`config.mk`:
```
export PLATFORM = sky130hd
export DESIGN_NAME = mips_multicycle_ctrl
export DESIGN_NICKNAME = d
export VERILOG_FILES = /design/src/rtl/mips_multicycle_ctrl.sv
export SDC_FILE = /design/constraint.sdc
export NUM_CORES = 1
export LEC_CHECK = 0
export CORE_MARGIN = 2
export CORE_UTILIZATION = 45
export CTS_BUF_LIST = sky130_fd_sc_hd__clkbuf_16
export CTS_CLUSTER_DIAMETER = 200
export CTS_CLUSTER_SIZE = 30
export DETAILED_ROUTE_END_ITERATION = 12
export PLACE_DENSITY = 0.9
export SETUP_SLACK_MARGIN = 0.02
export SLEW_MARGIN = 20
export SYNTH_ARGS = -nofsm -noshare
export SYNTH_HDL_FRONTEND = slang
export SYNTH_SLANG_ARGS = --single-unit
```
`constraint.sdc`:
```
create_clock -name clk -period 4.32 [get_ports clk]
set_input_delay 0.864 -clock clk [delete_from_list [all_inputs] [get_ports clk]]
set_output_delay 0.864 -clock clk [all_outputs]
set_load 0.03 [all_outputs]
```
`src/rtl/mips_multicycle_ctrl.sv`:
```
// Multicycle MIPS control FSM: op/funct decode, datapath enables and ALU control.
// Optional macro BNE_EN adds bne (op 000101) sharing the branch state with inverted taken.
module mips_multicycle_ctrl (
  input  logic       clk,
  input  logic       reset,
  input  logic [5:0] op,
  input  logic [5:0] funct,
  input  logic       zero,
  output logic       pcen,
  output logic       memwrite,
  output logic       irwrite,
  output logic       regwrite,
  output logic       iord,
  output logic       memtoreg,
  output logic       regdst,
  output logic       alusrca,
  output logic [1:0] alusrcb,
  output logic [1:0] pcsrc,
  output logic [2:0] alucontrol,
  output logic [3:0] state
);

  typedef enum logic [3:0] {
    S_FETCH   = 4'd0,
    S_DECODE  = 4'd1,
    S_MEMADR  = 4'd2,
    S_MEMRD   = 4'd3,
    S_MEMWB   = 4'd4,
    S_MEMWR   = 4'd5,
    S_RTYPEEX = 4'd6,
    S_RTYPEWB = 4'd7,
    S_BEQEX   = 4'd8,
    S_ADDIEX  = 4'd9,
    S_ADDIWB  = 4'd10,
    S_JEX     = 4'd11
  } state_t;

  typedef struct packed {
    logic       pcwrite;
    logic       branch;
    logic       memwrite;
    logic       irwrite;
    logic       regwrite;
    logic       iord;
    logic       memtoreg;
    logic       regdst;
    logic       alusrca;
    logic [1:0] alusrcb;
    logic [1:0] pcsrc;
    logic [2:0] alucontrol;
  } ctrl_t;

  localparam logic [5:0] OP_LW    = 6'b100011;
  localparam logic [5:0] OP_SW    = 6'b101011;
  localparam logic [5:0] OP_RTYPE = 6'b000000;
  localparam logic [5:0] OP_BEQ   = 6'b000100;
  localparam logic [5:0] OP_ADDI  = 6'b001000;
  localparam logic [5:0] OP_J     = 6'b000010;
`ifdef BNE_EN
  localparam logic [5:0] OP_BNE   = 6'b000101;
`endif

  state_t state_reg;
  state_t state_next;
  ctrl_t  ctrl_reg;
  ctrl_t  ctrl_cur;
  logic   taken;

  function automatic logic [2:0] alu_of(input logic [5:0] f);
    case (f)
      6'b100000: alu_of = 3'b000;
      6'b100010: alu_of = 3'b001;
      6'b100100: alu_of = 3'b010;
      6'b100101: alu_of = 3'b011;
      6'b101010: alu_of = 3'b101;
      default:   alu_of = 3'b111;
    endcase
  endfunction

  function automatic state_t next_of(input state_t s, input logic [5:0] o);
    next_of = S_FETCH;
    case (s)
      S_FETCH:   next_of = S_DECODE;
      S_DECODE: begin
        case (o)
          OP_LW, OP_SW: next_of = S_MEMADR;
          OP_RTYPE:     next_of = S_RTYPEEX;
          OP_BEQ:       next_of = S_BEQEX;
`ifdef BNE_EN
          OP_BNE:       next_of = S_BEQEX;
`endif
          OP_ADDI:      next_of = S_ADDIEX;
          OP_J:         next_of = S_JEX;
          default:      next_of = S_FETCH;
        endcase
      end
      S_MEMADR:  next_of = (o == OP_SW) ? S_MEMWR : S_MEMRD;
      S_MEMRD:   next_of = S_MEMWB;
      S_RTYPEEX: next_of = S_RTYPEWB;
      S_ADDIEX:  next_of = S_ADDIWB;
      default:   next_of = S_FETCH;
    endcase
  endfunction

  // Moore control word for a state; unused and illegal codes leave everything 0.
  function automatic ctrl_t ctrl_of(input state_t s, input logic [5:0] f);
    ctrl_of = '0;
    case (s)
      S_FETCH: begin
        ctrl_of.alusrcb = 2'b01;
        ctrl_of.irwrite = 1'b1;
        ctrl_of.pcwrite = 1'b1;
      end
      S_DECODE:  ctrl_of.alusrcb = 2'b11;
      S_MEMADR: begin
        ctrl_of.alusrca = 1'b1;
        ctrl_of.alusrcb = 2'b10;
      end
      S_MEMRD:   ctrl_of.iord = 1'b1;
      S_MEMWB: begin
        ctrl_of.memtoreg = 1'b1;
        ctrl_of.regwrite = 1'b1;
      end
      S_MEMWR: begin
        ctrl_of.iord     = 1'b1;
        ctrl_of.memwrite = 1'b1;
      end
      S_RTYPEEX: begin
        ctrl_of.alusrca    = 1'b1;
        ctrl_of.alucontrol = alu_of(f);
      end
      S_RTYPEWB: begin
        ctrl_of.regdst   = 1'b1;
        ctrl_of.regwrite = 1'b1;
      end
      S_BEQEX: begin
        ctrl_of.alusrca    = 1'b1;
        ctrl_of.alucontrol = 3'b001;
        ctrl_of.pcsrc      = 2'b01;
        ctrl_of.branch     = 1'b1;
      end
      S_ADDIEX: begin
        ctrl_of.alusrca = 1'b1;
        ctrl_of.alusrcb = 2'b10;
      end
      S_ADDIWB:  ctrl_of.regwrite = 1'b1;
      S_JEX: begin
        ctrl_of.pcsrc   = 2'b10;
        ctrl_of.pcwrite = 1'b1;
      end
      default:   ctrl_of = '0;
    endcase
  endfunction

  always_comb begin
    state_next = next_of(state_reg, op);
  end

  // Control word is registered alongside the state it belongs to.
  always_ff @(posedge clk) begin
    if (reset) begin
      state_reg <= S_FETCH;
      ctrl_reg  <= ctrl_of(S_FETCH, funct);
    end else begin
      state_reg <= state_next;
      ctrl_reg  <= ctrl_of(state_next, funct);
    end
  end

  // During reset, selects show FETCH values while every write enable is held low.
  always_comb begin
    ctrl_cur = ctrl_reg;
    if (reset) begin
      ctrl_cur          = ctrl_of(S_FETCH, funct);
      ctrl_cur.pcwrite  = 1'b0;
      ctrl_cur.irwrite  = 1'b0;
      ctrl_cur.branch   = 1'b0;
      ctrl_cur.memwrite = 1'b0;
      ctrl_cur.regwrite = 1'b0;
    end
  end

`ifdef BNE_EN
  assign taken = (op == OP_BNE) ? ~zero : zero;
`else
  assign taken = zero;
`endif

  assign pcen       = ctrl_cur.pcwrite | (ctrl_cur.branch & taken);
  assign memwrite   = ctrl_cur.memwrite;
  assign irwrite    = ctrl_cur.irwrite;
  assign regwrite   = ctrl_cur.regwrite;
  assign iord       = ctrl_cur.iord;
  assign memtoreg   = ctrl_cur.memtoreg;
  assign regdst     = ctrl_cur.regdst;
  assign alusrca    = ctrl_cur.alusrca;
  assign alusrcb    = ctrl_cur.alusrcb;
  assign pcsrc      = ctrl_cur.pcsrc;
  assign alucontrol = ctrl_cur.alucontrol;
  assign state      = state_reg;

endmodule

```
==> run metrics, run 1 <==
GRT overflow 0; Die Area 0.002560 mm²; Least-Margin Pin Slew 0.6728 ns; Leakage 0.5082 nW; Die Y 50.60 µm; vias in the first global route 912; power per cell area 308.1 mW/mm²; Worst R2R Setup Slack 2.37 ns; Cell Rows 16; Cell variety after synth 42; First DRT Iteration DRCs 24; first-pass GRT wire length 4077 µm; CP cell instances clkdlybuf4s50_1 > buf_4 > nor2b_1 > clkdlybuf4s50_1; Core ar. 0.002002 mm²; Worst EP arrival 2.67 ns; CTS tree done; largest family of logic cells by synthesized area simple AND/OR/NAND/NOR gates; Fmax achieved 282.9 MHz; hold worst-path end state[0]; final hold slack 0.7767 ns; post-route antenna net violation count 0; DP HPWL 1784 µm; via count 954; setup bufs post-CTS 0; H-tree depth 1; Max VDD drop 198.3 µV; max-slew violations 0; cell with the largest stage delay on the worst path clkdlybuf4s50_1; Final Hold Fails 0; Reg clk slew, reported paths 0.05 ns; Avg Cell Area, Syn 8.965 µm²; clock skew 0.0009321 ns; routed wire length 2463 µm; routability cong. 0.8826; Period minus WS final 3.535 ns; Mapped Area 977.2 µm²; Placement Cell Area 0.001326 mm²; Post-Synth XOR/XNOR Area 0.01793; Post-Synthesis Net Count 124; most frequent cells in the layout 33 x clkdlybuf4s50_1, 19 x dfxtp_1, 13 x nor2b_1; crit path kind in -> out; Final #Nets 159; DR WL/cell 14.49 µm; multiplexer share of the synthesized area 0.01024; fraction of registers with async set or reset after synthesis 0; Setup crit start kind input port; Die X 50.60 µm; R2R Path End ctrl_reg[15]; drc violations 0; number of diodes 0; Top Ports 34; Area Growth Syn to Fin 43.79%; area fraction in compound gates after synthesis 0.1985; Mapped Cells 109; starting density of the core 0.4881; CTS Buf Count 3; worst min path class reg -> reg; Crit path top cell by count clkdlybuf4s50_1; Critical Path RT 3.46 ns; Synth Area in Simple Gates 0.3534; final setup fails 0; peak fanout along the critical path 18; vias per cell 5.612; max FFs per register 15; Pre-antenna DRT Iters 4; largest net degree at the start of global routing 19; FF-to-FF Start state[0]; initial antenna violation count 0; clock sinks 19; layout cells sized above 1 0.09790; R2R cell count 5; root buf cell clkbuf_16; Fin Setup TNS 0 ns; register area share after synthesis 0.3892; I/O Buffers 33; status completed; crit-path max cell delay 0.71 ns; yosys warns 0; worst skew pair latency 0.25 ns; Post-Synth Adder-Cell Area 0; Max-Slew Margin vs Limit 0.5487; Worst Hold Depth 3; Hold Buf Count CTS 0; post-route clock period utilization 0.8183; GRT Util Overall 0.2151; unrepaired setup endpoints after global routing no; Final Instance Area 0.001405 mm²; most common cell after layout, fill and taps aside clkdlybuf4s50_1; Top FF cell, synth dfxtp_1; Gates resized, CTS repair 0; max_cap viols 0; Post-synth EDFFs 0; Yosys reg bits 19; hold path startpoint state[0]; CP Capture Type primary output; CTS Buffer Depth 2
-- layer usage --
metal | global-route usage | wire length, µm | part of all wire
met1 | 0.2468 | 1001 | 0.41
met2 | 0.3465 | 1299 | 0.53
met3 | 0.03571 | 84 | 0.034
met4 | 0.1802 | 78 | 0.032
met5 | 0 | 0 | 0
-- final cells by class --
type                    count  area (µm²)
clock buffers               3       75.07
well taps                  27       33.78
inverters                   2       7.507
fillers                   147       596.8
multi-input cells          84       566.8
flip-flops and latches     19       380.4
clock inverters             1       3.754
repair buffers             34       337.8
-- cell usage after synthesis (2+ instances only) --
library cell | instances | area (µm²)
nand2_2 | 2 | 12.51
nand2b_1 | 2 | 12.51
nor4_1 | 2 | 12.51
dfxtp_1 | 19 | 380.4
nor3_1 | 6 | 30.03
nor2b_1 | 13 | 81.33
nor3b_1 | 2 | 15.01
nand3_1 | 3 | 15.01
xnor2_1 | 2 | 17.52
nor2_1 | 11 | 41.29
and2_1 | 3 | 18.77
a211oi_1 | 2 | 15.01
a21o_1 | 3 | 22.52
inv_1 | 2 | 7.510
clkbuf_1 | 2 | 7.510
and3b_1 | 2 | 17.52
a21oi_1 | 7 | 35.03
o21a_1 | 2 | 15.01
-- stage by stage --
stage          worst slack, ns  cells  total power [mW]    util
3_5_place_dp            0.8301    166            0.2513  0.6625
2_1_floorplan            1.956    109            0.2227       -
5_1_grt                 0.7116    170            0.4468  0.7019
6_report                0.7850    170            0.4329  0.7019
3_3_place_gp            0.8614    166            0.2486  0.6625
4_1_cts                 0.7888    170            0.4347  0.7019
-- power breakdown --
part | total, mW | internal, mW | switching [mW]
combinational | 0.0649 | 0.0309 | 0.0339
sequential | 0.184 | 0.180 | 0.00369
clock | 0.184 | 0.123 | 0.0614
-- worst max-delay path by stage --
stage,slack (ns),cells after the start,from,end
floorplan,1.96,2,reset,iord
global placement,0.86,4,reset,alucontrol[2]
detailed placement,0.83,4,reset,regdst
CTS,0.79,4,reset,regdst
global route,0.71,4,reset,regdst
finish,0.79,4,reset,regdst
-- cell families after synthesis --
kind of cell,after synthesis
and+or+nand+nor,57
AOI/OAI and AO/OA,24
DFF,19
buffers and inverters,6
xor gates and xnor gates,2
muxes,1
-- worst max-delay path, delay by kind of cell --
kind,cells,cell delay (ns)
buffers and inverters,3,1.67
and+or+nand+nor,1,0.13
Power figures use the tool's default switching activity.
==> inputs of run 2 (changes only) <==
--- a/config.mk
+++ b/config.mk
@@ -6,12 +6,12 @@
 export NUM_CORES = 1
 export LEC_CHECK = 0
 export CORE_MARGIN = 2
-export CORE_UTILIZATION = 45
+export CORE_UTILIZATION = 39
 export CTS_BUF_LIST = sky130_fd_sc_hd__clkbuf_16
 export CTS_CLUSTER_DIAMETER = 200
 export CTS_CLUSTER_SIZE = 30
 export DETAILED_ROUTE_END_ITERATION = 12
-export PLACE_DENSITY = 0.9
+export PLACE_DENSITY = 0.83
 export SETUP_SLACK_MARGIN = 0.02
 export SLEW_MARGIN = 20
 export SYNTH_ARGS = -nofsm -noshare
==> constraint.sdc (replaced) <==
create_clock -name clk -period 3.1 [get_ports clk]
set_input_delay 0.62 -clock clk [delete_from_list [all_inputs] [get_ports clk]]
set_output_delay 0.62 -clock clk [all_outputs]
set_load 0.03 [all_outputs]
==> run metrics, run 2 (synthesis gave the netlist of run 1 again) <==
status completed; Final Hold Fails 0 (unchanged); First DRT Iteration DRCs 7 (-71%); first-pass GRT wire length 3491 µm (-14%); hold path startpoint state[0]; CTS Buf Count 3 (unchanged); Fin Setup TNS 0 ns (unchanged); peak fanout along the critical path 9 (-9); Final Instance Area 0.001421 mm² (+1.2%); Leakage 0.5201 nW (+2.3%); Power Internal 0.4657 mW (+39%); CTS Buffer Depth 2 (unchanged); starting density of the core 0.4017 (-0.08638); vias in the first global route 837 (-8.2%); Worst R2R Setup Slack 1.27 ns (-1.10 ns); max FFs per register 15 (unchanged); most common cell after layout, fill and taps aside clkdlybuf4s50_1; cell with the largest stage delay on the worst path clkdlybuf4s50_1; clock skew 0.002934 ns (+0.002002 ns); Worst Hold Depth 3 (unchanged); worst min path class reg -> reg; most frequent cells in the layout 32 x clkdlybuf4s50_1, 19 x dfxtp_1, 13 x nor2b_1; Reg clk slew, reported paths 0.05 ns (about the same); Period minus WS final 2.811 ns; CP cell instances clkdlybuf4s50_1 > buf_4 > nor2_1 > clkdlybuf4s50_1; Hold Buf Count CTS 0 (unchanged); Core ar. 0.002432 mm² (+21%); initial antenna violation count 0 (unchanged); post-route antenna net violation count 0 (unchanged); routed wire length 2150 µm (-13%); post-route clock period utilization 0.9068; FF-to-FF Start state[0]; Clk network pwr share 0.424 (-0.002); root buf cell clkbuf_16; CTS tree done; R2R Path End ctrl_reg[15]; GRT overflow 0 (unchanged); Sw Ratio 0.2231 (-0.005603); max_cap viols 0 (unchanged); Area Growth Syn to Fin 45.45%; R2R cell count 6 (+1); Pre-antenna DRT Iters 4 (unchanged); drc violations 0 (unchanged); Die X 54.06 µm (+6.8%); Cell Rows 18 (+2); Placement Cell Area 0.001343 mm² (+1.2%); CP Capture Type primary output; final hold slack 0.7339 ns (-0.04274 ns); routability cong. 0.8032 (-9.0%); vias per cell 5.286 (-5.8%); number of diodes 0 (unchanged); Setup crit start kind input port; power per cell area 421.8 mW/mm² (+37%); clock sinks 19 (unchanged); Critical Path RT 2.48 ns (-0.98 ns); worst skew pair latency 0.25 ns (about the same); Design Power 0.5995 mW (+38%); max-slew violations 0 (unchanged); Crit path max-delay family buffers and inverters; Least-Margin Pin Slew 0.6384 ns (-0.03439 ns); via count 925 (-3.0%); DP HPWL 1649 µm (-7.5%); combinational share of power 0.150 (about the same); switching power 0.1337 mW (+35%); crit path kind in -> out; I/O Buffers 33 (unchanged); Die Area 0.002922 mm² (+14%); hold worst-path end state[0]; Crit path top cell by count clkdlybuf4s50_1; GRT Util Overall 0.1674 (-0.04770); Max-Slew Margin vs Limit 0.5718 (+0.02307); Max VDD drop 305.2 µV (+54%); H-tree depth 1 (unchanged); fillers 202 (+37%); final setup fails 0 (unchanged); Final #Nets 161 (+1.3%); Top Ports 34 (unchanged); Worst EP arrival 2.19 ns (-0.48 ns); layout cells sized above 1 0.1172 (+0.01934); sequential share of power 0.426 (+0.002); Gates resized, CTS repair 0 (unchanged); Die Y 54.06 µm (+6.8%); Fmax achieved 355.7 MHz; crit-path max cell delay 0.68 ns (-0.03 ns); largest net degree at the start of global routing 17 (-2); unrepaired setup endpoints after global routing no; number of buffer and inverter stages on the critical path 3 (unchanged); DR WL/cell 12.29 µm (-15%); setup bufs post-CTS 0 (unchanged)
-- run 2: cell count changes in the layout (fill, tap and decap cells not counted) --
cell / previous run / this run
buf_4: 1 / 4
clkdlybuf4s50_1: 33 / 32
-- run 2: final cells by class --
type                            count  area (µm²)  share of cell area
Clock inverter                      1       3.754            0.002641
Inverter                            2       7.507            0.005282
Timing Repair Buffer               36       350.3              0.2465
Sequential cell                    19       380.4              0.2676
Tap cell                           30       37.54             0.02641
Clock buffer                        3       75.07             0.05282
Multi-Input combinational cell     84       566.8              0.3988
-- run 2: metal layers --
layer  vias up  wire (µm)  track usage
met5         -          0            0
met4         0         81       0.1000
met3        10         77      0.02500
met2        29       1100       0.2866
met1       422        890       0.1959
li1        464          -            -
-- run 2: power groups by stage --
stage | registers [mW] | clock network, mW | logic, mW
finish | 0.255 | 0.254 | 0.0901
global route | 0.256 | 0.268 | 0.0979
CTS | 0.255 | 0.255 | 0.0903
detailed placement | 0.260 | 0 | 0.0898
global placement | 0.260 | 0 | 0.0869
floorplan | 0.262 | 0 | 0.0480
-- run 2: worst max path at each step --
stage	start	endpoint	slack [ns]	cells after the start
after floorplan	op[0]	ctrl_reg[15]	1.10	5
after global placement	reset	pcsrc[0]	0.33	4
after detailed placement	reset	pcen	0.28	4
after CTS	reset	pcen	0.26	4
after global routing	reset	memtoreg	0.18	4
final	reset	pcen	0.29	4
-- run 2: through the flow --
stage	utilization	cells	worst slack (ns)
after floorplan	-	109	1.098
after CTS	0.5844	175	0.2614
final	0.5844	175	0.2888
after detailed placement	0.5520	171	0.2791
after global placement	0.5520	171	0.3302
after global routing	0.5844	175	0.1841
-- run 2: tightest hold or removal path, delay by kind of cell, from the launching register on --
family | cells | cell delay [ns]
DFF | 1 | 0.40
and+or+nand+nor | 2 | 0.20
AOI/OAI and AO/OA | 1 | 0.10
==> inputs of run 3 (changes only) <==
==> constraint.sdc (replaced) <==
create_clock -name clk -period 2.56 [get_ports clk]
set_input_delay 0.512 -clock clk [delete_from_list [all_inputs] [get_ports clk]]
set_output_delay 0.512 -clock clk [all_outputs]
set_load 0.03 [all_outputs]
==> run metrics, run 3 (synthesis gave the netlist of run 1 again) <==
Leakage 0.5544 nW (+6.6%); DP HPWL 1703 µm (+3.3%); via count 913 (-1.3%); starting density of the core 0.4017 (unchanged); M1 WL 955 µm (+7.3%); Design Power 0.7295 mW (+22%); Pre-antenna DRT Iters 4 (unchanged); I/O Buffers 33 (unchanged); Die Area 0.002922 mm² (unchanged); Core ar. 0.002432 mm² (unchanged); Hold Buf Count CTS 0 (unchanged); Die X 54.06 µm (unchanged); sequential share of power 0.424 (-0.002); post-route clock period utilization 0.9037; CP Capture Type primary output; Cell Rows 18 (unchanged); number of buffer and inverter stages on the critical path 2 (-1); CTS tree done; crit-path max cell delay 0.59 ns (-0.09 ns); Fmax achieved 432.3 MHz; max_cap viols 0 (unchanged); Crit path max-delay family buffers and inverters; power per cell area 519.6 mW/mm² (+23%); Setup crit start kind input port; CTS Buf Count 3 (unchanged); top sig layer met4; crit path kind in -> out; cell with the largest stage delay on the worst path clkdlybuf4s50_1; status completed; CTS Buffer Depth 2 (unchanged); unrepaired setup endpoints after global routing no; routed wire length 2235 µm (+4.0%); Reg clk slew, reported paths 0.05 ns (about the same); peak fanout along the critical path 2 (-7); vias in the first global route 766 (-8.5%); Fin Setup TNS 0 ns (unchanged); first-pass GRT wire length 3194 µm (-8.5%); Final Hold Fails 0 (unchanged); max-slew violations 0 (unchanged); worst min path class reg -> reg; met3 WL 68 µm (-12%); First DRT Iteration DRCs 10 (+3); Crit path top cell by count clkdlybuf4s50_1; most frequent cells in the layout 19 x dfxtp_1, 19 x clkdlybuf4s50_1, 19 x buf_4; Max-Slew Margin vs Limit 0.7314 (+0.1596); setup bufs post-CTS 0 (unchanged); Sw Ratio 0.2266 (+0.003521); post-route antenna net violation count 0 (unchanged); fillers 224 (+11%); Gates resized, CTS repair 0 (unchanged); Area Growth Syn to Fin 43.66%; Clk network pwr share 0.427 (+0.003); Max VDD drop 362.3 µV (+19%); switching power 0.1653 mW (+24%); GRT overflow 0 (unchanged); clock sinks 19 (unchanged); H-tree depth 1 (unchanged); met2 WL post-DR 1148 µm (+4.4%); Power Internal 0.5642 mW (+21%); worst skew pair latency 0.25 ns (about the same); DR WL/cell 12.63 µm (+2.8%); largest net degree at the start of global routing 31 (+14); Top Ports 34 (unchanged); clock skew 0.003183 ns (+0.0002491 ns); number of diodes 0 (unchanged); drc violations 0 (unchanged); CP cell instances clkdlybuf4s50_1 > or2_2 > clkdlybuf4s50_1; Final #Nets 163 (+1.2%); Worst EP arrival 1.80 ns (-0.39 ns); routability cong. 0.8171 (+1.7%); Period minus WS final 2.313 ns; layout cells sized above 1 0.2177 (+0.1004); Least-Margin Pin Slew 0.3967 ns (-0.2418 ns); Die Y 54.06 µm (unchanged); max FFs per register 15 (unchanged); combinational share of power 0.149 (about the same); root buf cell clkbuf_16; GRT Util Overall 0.1575 (-0.009906); final setup fails 0 (unchanged); vias per cell 5.158 (-2.4%); initial antenna violation count 0 (unchanged); Critical Path RT 2.05 ns (-0.43 ns)
[run 3: changes by cell type in the layout (fill, tap and decap cells not counted), sizes merged]
cell / delta
buf: +15
clkdlybuf4s50: -13
[run 3: area by class of cell]
cell class                 count  area, µm²  share of cell area
multi-input combinational     84      566.8              0.4037
sequential                    19      380.4              0.2709
timing repair buffer          38      332.8              0.2371
clock buffer                   3      75.07             0.05348
tap                           30      37.54             0.02674
inverter                       2      7.507            0.005348
clock inverter                 1      3.754            0.002674
[run 3: through the flow]
stage | instance area [µm²] | util | setup slack [ns] | hold WS (ns) | instances
floorplan | 977.2 | - | 0.6657 | 0.6631 | 109
global placement | 1325 | 0.5448 | 0.1229 | 0.6957 | 173
detailed placement | 1325 | 0.5448 | 0.03418 | 0.7024 | 173
CTS | 1404 | 0.5772 | 0.2392 | 0.7202 | 177
global route | 1404 | 0.5772 | 0.1963 | 0.7693 | 177
finish | 1404 | 0.5772 | 0.2465 | 0.7324 | 177
[run 3: worst reg2reg max path: stages (launching register included)]
cell,delay [ns]
dfxtp_1,0.51
nor3b_2,0.37
o21a_1,0.19
o31ai_2,0.06
buf_4,0.17
or2_1,0.25
a211oi_1,0.23
[run 3: power groups by stage]
stage	clock, mW	sequential [mW]	combinational (mW)
finish	0.312	0.310	0.108
global route	0.329	0.310	0.116
CTS	0.314	0.310	0.109
detailed placement	0	0.316	0.108
global placement	0	0.315	0.104
floorplan	0	0.318	0.0581
[run 3: path summary, 6_finish.rpt]
path                 start          end  slack (ns)  cells past startpoint
setup / recovery     reset   alusrcb[0]        0.25                      3
hold / removal    state[0]     state[0]        0.73                      3
setup reg to reg  state[0]  ctrl_reg[0]        0.70                      6
hold reg to reg   state[0]     state[0]        0.73                      3
[run 3: per-layer routing]
layer  GRT usage  vias to the layer above
li1            -                      468
met1      0.1686                      418
met4      0.1167                        0
met2      0.2764                       22
met5           0                        -
met3     0.02500                        5
